===== config.mk =====
export PLATFORM = sky130hd
export DESIGN_NAME = sparse_pair_packer
export DESIGN_NICKNAME = d
export VERILOG_FILES = /design/src/rtl/sparse_pair_packer.sv
export SDC_FILE = /design/constraint.sdc
export NUM_CORES = 1
export LEC_CHECK = 0
export ABC_AREA = 1
export CAP_MARGIN = 10
export CORE_UTILIZATION = 50
export CTS_CLUSTER_DIAMETER = 200
export DETAILED_ROUTE_END_ITERATION = 7
export PLACE_DENSITY = 0.79
export SYNTH_ARGS = -nofsm -noshare
export SYNTH_HDL_FRONTEND = slang
export SYNTH_SLANG_ARGS = --single-unit

===== constraint.sdc =====
create_clock -name clk -period 1.7 [get_ports clk]
set_input_delay 0.34 -clock clk [delete_from_list [all_inputs] [get_ports clk]]
set_output_delay 0.34 -clock clk [all_outputs]
set_load 0.02 [all_outputs]

===== src/rtl/sparse_pair_packer.sv =====
// Packs a stream of sparse positions two per 32-bit word and pads every run to MEM_SPARSE_SIZE words.
// Optional macro DUMMY_RANDOM_EN: pad positions come from a 16-bit LFSR instead of DUMMY_POS.
module sparse_pair_packer #(
  parameter int          WORD_WIDTH      = 32,
  parameter int          MEM_SPARSE_SIZE = 50,
  parameter int          BASE_ADDR       = 0,
  parameter int          N_BITS          = 17669,
  parameter logic [15:0] DUMMY_POS       = 16'd0
) (
  input  logic                  clk,
  input  logic                  rst,
  input  logic                  start,
  input  logic [15:0]           pos_in,
  input  logic                  pos_valid,
  input  logic                  pos_last,
  output logic                  pos_ready,
  output logic                  sparse_mem_write_en,
  output logic [9:0]            sparse_mem_addr_o,
  output logic [WORD_WIDTH-1:0] sparse_mem_write_data,
  output logic                  busy,
  output logic                  done,
  output logic [9:0]            real_count,
  output logic                  range_err,
  output logic                  order_err,
  output logic                  overflow
);

  localparam int          IDX_W     = $clog2(MEM_SPARSE_SIZE + 1);
  localparam logic [15:0] N_BITS_16 = 16'(N_BITS);
  localparam logic [9:0]  BASE_10   = 10'(BASE_ADDR);

  typedef enum logic [2:0] {
    S_IDLE, S_COL_HI, S_COL_LO, S_WRITE, S_PAD, S_FIN
  } state_t;

  // Handshake: a position is consumed on a rising edge where pos_valid and pos_ready are both 1.
  state_t           r_state, w_next;
  logic [15:0]      r_high, r_low, r_prev;
  logic             r_have_prev, r_last_seen;
  logic [IDX_W-1:0] r_word_idx;
  logic [9:0]       r_real_count;
  logic             r_range_err, r_order_err, r_overflow;
  logic             w_accept, w_final_word;
  logic [15:0]      w_dummy_a, w_dummy_b;

  assign w_accept     = pos_valid & pos_ready;
  assign w_final_word = (r_word_idx == IDX_W'(MEM_SPARSE_SIZE - 1));

`ifdef DUMMY_RANDOM_EN
  logic [15:0] r_lfsr, w_lfsr_1, w_lfsr_2;

  function automatic logic [15:0] lfsr_step(input logic [15:0] s);
    return {s[0] ^ s[2] ^ s[3] ^ s[5], s[15:1]};
  endfunction

  // 15-bit draw folded once into range; 32767 - N_BITS is always below N_BITS.
  function automatic logic [15:0] to_pos(input logic [15:0] s);
    logic [15:0] v;
    v = {1'b0, s[14:0]};
    if (v >= N_BITS_16) v = v - N_BITS_16;
    return v;
  endfunction

  assign w_lfsr_1  = lfsr_step(r_lfsr);
  assign w_lfsr_2  = lfsr_step(w_lfsr_1);
  assign w_dummy_a = to_pos(w_lfsr_1);
  assign w_dummy_b = to_pos(w_lfsr_2);

  always_ff @(posedge clk) begin
    if (rst) begin
      r_lfsr <= 16'hACE1;
    end else if (r_state == S_IDLE && start) begin
      r_lfsr <= 16'hACE1;
    end else if (r_state == S_COL_HI && w_accept && pos_last) begin
      r_lfsr <= w_lfsr_1;
    end else if (r_state == S_PAD) begin
      r_lfsr <= w_lfsr_2;
    end
  end
`else
  assign w_dummy_a = DUMMY_POS;
  assign w_dummy_b = DUMMY_POS;
`endif

  always_ff @(posedge clk) begin
    if (rst) r_state <= S_IDLE;
    else     r_state <= w_next;
  end

  always_comb begin
    w_next = r_state;
    case (r_state)
      S_IDLE:   if (start) w_next = S_COL_HI;
      S_COL_HI: if (w_accept) w_next = pos_last ? S_WRITE : S_COL_LO;
      S_COL_LO: if (w_accept) w_next = S_WRITE;
      S_WRITE: begin
        if (w_final_word)     w_next = S_FIN;
        else if (r_last_seen) w_next = S_PAD;
        else                  w_next = S_COL_HI;
      end
      S_PAD:    if (w_final_word) w_next = S_FIN;
      S_FIN:    w_next = S_IDLE;
      default:  w_next = S_IDLE;
    endcase
  end

  always_comb begin
    pos_ready             = 1'b0;
    sparse_mem_write_en   = 1'b0;
    sparse_mem_addr_o     = 10'd0;
    sparse_mem_write_data = '0;
    busy                  = 1'b0;
    done                  = 1'b0;
    case (r_state)
      S_COL_HI, S_COL_LO: begin
        pos_ready = 1'b1;
        busy      = 1'b1;
      end
      S_WRITE: begin
        sparse_mem_write_en   = 1'b1;
        sparse_mem_addr_o     = BASE_10 + 10'(r_word_idx);
        sparse_mem_write_data = WORD_WIDTH'({r_high, r_low});
        busy                  = 1'b1;
      end
      S_PAD: begin
        sparse_mem_write_en   = 1'b1;
        sparse_mem_addr_o     = BASE_10 + 10'(r_word_idx);
        sparse_mem_write_data = WORD_WIDTH'({w_dummy_a, w_dummy_b});
        busy                  = 1'b1;
      end
      S_FIN:   done = 1'b1;
      default: ;
    endcase
  end

  always_ff @(posedge clk) begin
    if (rst) begin
      r_high       <= 16'd0;
      r_low        <= 16'd0;
      r_prev       <= 16'd0;
      r_have_prev  <= 1'b0;
      r_last_seen  <= 1'b0;
      r_word_idx   <= '0;
      r_real_count <= 10'd0;
      r_range_err  <= 1'b0;
      r_order_err  <= 1'b0;
      r_overflow   <= 1'b0;
    end else begin
      case (r_state)
        S_IDLE: if (start) begin
          r_word_idx   <= '0;
          r_real_count <= 10'd0;
          r_range_err  <= 1'b0;
          r_order_err  <= 1'b0;
          r_overflow   <= 1'b0;
          r_have_prev  <= 1'b0;
          r_last_seen  <= 1'b0;
        end
        S_COL_HI: if (w_accept) begin
          r_high <= pos_in;
          if (pos_last) begin
            r_low       <= w_dummy_a;
            r_last_seen <= 1'b1;
          end
        end
        S_COL_LO: if (w_accept) begin
          r_low       <= pos_in;
          r_last_seen <= pos_last;
        end
        S_WRITE: begin
          r_word_idx <= r_word_idx + IDX_W'(1);
          if (w_final_word && !r_last_seen) r_overflow <= 1'b1;
        end
        S_PAD:   r_word_idx <= r_word_idx + IDX_W'(1);
        default: ;
      endcase
      // Per-position bookkeeping shared by both collect states.
      if (w_accept) begin
        if (r_real_count != 10'd1023) r_real_count <= r_real_count + 10'd1;
        if (pos_in >= N_BITS_16) r_range_err <= 1'b1;
        if (r_have_prev && pos_in <= r_prev) r_order_err <= 1'b1;
        r_prev      <= pos_in;
        r_have_prev <= 1'b1;
      end
    end
  end

  assign real_count = r_real_count;
  assign range_err  = r_range_err;
  assign order_err  = r_order_err;
  assign overflow   = r_overflow;

endmodule


# Word level (Yosys, flattened, before mapping)
# Cells that the tools add are included.
totals:
  ff_bits: 72
  wordCells: 90
  output_inout_bits: 59
  inputBits: 21
op_classes:
  bitwise_logic: 1
  eq_ne: 13
  muxes: 41
  order_cmp: 2
  n_reduce_logical: 20
  n_addsub: 2
op_table:
  columns: ["op", "n"]
  rows:
  - ["$mux 16", 3]
  - ["$mux 10", 4]
  - ["$mux 32", 1]
  - ["$pmux 16 s2", 1]
  - ["$mux 1", 20]
  - ["$mux 3", 6]
  - ["$ge 16x15->1 const B", 1]
  - ["$le 16x16->1", 1]
  - ["$pmux 3 s5", 1]
  - ["$mux 6", 2]
  - ["$ne 2x2->1 const B", 6]
  - ["$pmux 6 s2", 1]
  - ["$add 10x1->10 const B", 1]
  - ["$ne 10x10->1 const B", 1]
  - ["$reduce_bool 2->1", 5]
  - ["$reduce_and 4->1", 2]
  - ["$add 6x1->6 const B", 1]
  - ["$eq 3x2->1 const B", 2]
  - ["$eq 3x3->1 const B", 2]
  - ["$eq 6x6->1 const B", 1]
  - ["$reduce_and 2->1", 3]
  - ["$reduce_and 5->1", 1]
  - ["$reduce_or 2->1", 2]
  - ["$reduce_or 4->1", 1]
  - ["other kinds (9)", 10]

# Longest topological paths before layout
# Gate-level depths: netlist of the first run.
depth:
  depth_word: 6
  ltp_mapped: 14
  ltp_nobuf: 14

# Least setup slack after synthesis of the first run
# OpenSTA, ideal clock, no wires.
synth_timing:
  path_type: "reg-to-output"
  from: "register r_state[2]"
  to: "output sparse_mem_addr_o[0]"
  n_path_buf: 0
  path_slack_ps: 116
  path_stages_with_launch: 6
  arrival_time_ps: 1244
  t_required_ps: 1360
  path_cell_list: "dfxtp_1 -> inv_2 -> nand3_1 -> nand2_2 -> inv_2 -> nor2_1"
synth_between:
  elab_chain_len: 3
  elab_cells_between_ends: 4
  classes_between: "eq/ne: 2; mux: 1; reduce/logical: 1"
synth_lines:
  columns: ["item", "line_no", "rtl"]
  rows:
  - ["start: declaration", "37", "state_t r_state, w_next;"]
  - ["start signal: assignment", "87", "else r_state <= w_next;"]
  - ["$eq 3x2->1 or $eq 3x3->1 (tied branches)", "114", "case (r_state)"]
  - ["$reduce_or 2->1 (no line) (*)", null, null]
  - ["$mux 6 (*)", "114", null]
  - ["end: declaration", "18", "output logic [9:0] sparse_mem_addr_o,"]
# Mark *: on every way between the ends. The rest lies on a longest branch, timed or not.

# Worst setup path in the final report of the first run
layout_timing:
  from: "register r_state[1]"
  to: "output busy"
layout_between:
  elab_chain_len: 3
  elab_cells_between_ends: 6
  classes_between: "eq/ne: 4; mux: 1; reduce/logical: 1"
layout_lines:
  columns: ["item", "line_no", "rtl"]
  rows:
  - ["$eq 3x2->1 (tied with other cells)", "114", null]
  - ["$reduce_or 4->1 (no line) (*)", null, null]
  - ["$mux 1 (*)", "114", null]
  - ["end: declaration", "20", "output logic busy,"]
# Marks and branches as above.

==> metrics.csv, run 1 <==
stage;metric;value;unit
status;outcome;finished clean;
routing;viasPerCell;5.05;
timing;hold_viol_final;0;
setup_path;criticalPathCategory;reg -> out;
timing;min_period_over_period;0.991;
setup_path;max_stage_delay;0.37;ns
setup_path;r2r_setup_slack;0.10;ns
routing;vias;3962;
floorplan;die_x;88.9;um
timing;fmax;594;MHz
global_routing;grt-ovfl-total;0;
global_routing;track_usage;0.263;
setup_path;cpLargestDelayFamily;flip-flops;
cells_and_area;antennaDiodeCount;0;
routing;wl_per_cell;12.5;um
setup_path;end_kind;output pin;
job;max_cap_viol_count;0;
setup_path;worstReg2RegEnd;real_count[7];
yosys;yosysTopAreaCellShare;0.381;
yosys;synth_area_leaders;dfxtp_1, nand2_1, a21oi_1, inv_1, nor2_1;
setup_path;startpoint_type;register;
global_routing;antenna_found_initial;0;
clock_tree;cts_buffer_depth;2;
placement;place.gp.congestion;0.876;
setup_path;cpMaxStageDelayCell;dfxtp_2;
routing;drt_iter0_drc;281;
placement;post-place-ws;-0.179;ns
floorplan;die_h;88.9;um
setup_path;cp_common_cell;nand2_2;
clock_tree;cts_sinks;72;
timing;final-setup-viol-count;0;
global_routing;grt_max_degree;34;
cells_and_area;utilization;0.699;
setup_path;cp.required;1.36;ns
yosys;yosysWarnings;0;
clock_tree;cts_htree_levels;3;
timing;setup_ws;0.0154;ns
power_and_ir_drop;pwr_density_cell;909;mW/mm^2
yosys;syn_area;0.00378;mm^2
setup_path;crit_buf_inv;4;
clock_tree;clkLatencyLatePin;0.35;ns
min_path;hold_class;reg -> reg;
min_path;hold_path_startpoint;r_high[7];
floorplan;core_area;0.00729;mm^2
floorplan;start_util;0.518;
timing;min_period;1.68;ns
clock_tree;cts_tree;built;
clock_tree;path_clk_slew;0.08;ns
yosys;synth_cell_types;31;
routing;wl;9840;um
global_routing;grt_pass1_wl;16000;um
floorplan;boundaryPins;80;
floorplan;dieArea;0.00791;mm^2
routing;ant_nets;0;
placement;placed_cells;767;
cells_and_area;fin_nets;720;
routing;firstDrtPassIters;5;
timing;final_max_slew_viol_count;0;
global_routing;grt_pass1_vias;3529;
min_path;min_to;r_high[7];
yosys;yosysSeqAreaShare;0.381;
setup_path;cp_max_fo;9;
timing;rsz0062_at_grt;yes;
power_and_ir_drop;ir_worst_vdd;0.474;mV
min_path;worstHoldPathCells;2;
routing;drc;0;
floorplan;row_count;31;
yosys;ys_seq_elements;72;
cells_and_area;drive_gt1_frac;0.201;
placement;portBuffers;75;
setup_path;ff2ff_path_depth;12;
power_and_ir_drop;p_leak;2.23;nW
setup_path;arrival;1.34;ns
cells_and_area;syn2layout_area_growth;34.9;%
setup_path;cp_cell_sequence;inv_2, nand2_2, inv_2, nand2_2, nand2_2, inv_4, nand2_1, buf_2;
setup_path;worstReg2RegStart;r_state[1];
clock_tree;cts_root_buf;clkbuf_8;
yosys;synth_area_leader_cell;dfxtp_1;
cells_and_area;instances_no_fill;784;
placement;dp_hpwl;7230;um
yosys;synthCells;567;
yosys;avgSynthCellArea;6.67;um^2
timing;skew;0.00775;ns
clock_tree;cts_made_buffers;9;
tightest hold or removal path: stages (launching register included):
cell and delay [ns]:
dfxtp_1 0.30, inv_1 0.06, a21oi_1 0.05
how the worst max path moves through the flow:
stage	start	endpoint	slack, ns	depth (start not counted)
3_5_place_dp	r_state[1]	sparse_mem_write_data[30]	-0.18	4
5_1_grt	r_state[0]	sparse_mem_addr_o[3]	-0.06	8
4_1_cts	r_state[0]	sparse_mem_write_data[7]	0.004	4
2_1_floorplan	r_state[2]	sparse_mem_addr_o[0]	0.12	5
6_report	r_state[1]	busy	0.02	8
3_3_place_gp	r_state[1]	sparse_mem_write_data[30]	-0.17	4
synth_stat cells:
cell,count
o21ai_4,1
nor3b_1,2
buf_2,6
clkinv_1,1
a22oi_1,2
nor3_1,8
o211ai_1,1
nand2_2,4
inv_1,83
o21ai_0,30
inv_4,1
nand3_1,33
clkbuf_1,12
nand2_1,122
o21ai_1,1
nor2_4,1
buf_6,1
o31ai_1,1
a311oi_1,1
ha_1,19
nand4_1,6
or2_2,1
nor2_1,72
dfxtp_1,72
buf_4,7
a21o_1,1
nand3_2,2
inv_2,5
o22ai_1,1
a21oi_1,69
conb_1,1
cell type report:
type	instances	area, um^2
tap	99	124
clock buffer	10	138
clock inverter	6	67.6
fill	630	2190
sequential	72	1450
multi-input combinational	382	1900
inverter	90	345
timing repair buffer	125	1080
cells by family (layout without fill, tap and decap cells):
logic type | count (synthesis) | in the layout | share of synthesized area
flip-flops | 72 | 72 | 0.381
other | 1 | 4 | 0.000992
AND/OR/NAND/NOR | 251 | 251 | 0.277
buffers and inverters | 116 | 231 | 0.127
AO/OA/AOI/OAI | 108 | 108 | 0.151
adder cells (fa/ha/maj) | 19 | 19 | 0.0629
layout by cell type, fill, tap and decap left out, types with 5 or more instances in the layout:
master,instances
dlygate4sd2_1,8
nor3_1,8
ha_1,19
inv_1,80
nand4_1,6
nor2_2,5
buf_4,83
buf_12,5
a21oi_1,69
nand2_1,120
clkdlybuf4s50_1,21
nor2_1,67
nand3_1,32
clkbuf_8,10
nand2_2,5
o21ai_0,30
dfxtp_1,68
inv_2,7
stage by stage:
stage	total power, mW	instance area, um^2	hold slack (ns)	TNS, ns
5_1_grt	4.89	5100	0.475	-0.973
2_1_floorplan	2.73	3790	0.430	0
3_3_place_gp	3.21	4960	0.439	-4.63
4_1_cts	4.63	4970	0.455	0
6_report	4.63	5100	0.455	0
3_5_place_dp	3.25	4960	0.443	-5.78
power breakdown:
part	internal, mW	total [mW]	switching (mW)
sequential	1.84	1.92	0.0813
combinational	0.529	1.32	0.787
clock	0.722	1.40	0.674
total	3.09	4.63	1.54
what timing repair did:
item / CTS / global route
setup buffers: 1 / 0
hold buffers: 0 / 0
resized for setup: 182 / 56
setup endpoints to repair: 50 / 62
routing by layer:
metal,up-vias,GRT usage,share of wire
met5,-,0,0
met4,0,0.0837,0.013
met3,14,0.0489,0.053
met2,135,0.423,0.45
met1,1800,0.359,0.48
li1,2013,-,-
flip-flops by register name, indices dropped and copies added (netlist names):
name	cells
range_err	1
r_prev	16
overflow	1
r_word_idx	6
r_low	16
order_err	1
r_state	3
r_have_prev	1
real_count	10
r_high	16
r_last_seen	1
Power figures use the tool's default switching activity.
==> run 2, diff against run 1 <==
- ABC_CLOCK_PERIOD_IN_PS: not set -> 1700
==> results of run 2 <==
The final DEF is identical to that of run 1; final timing and power are the same.
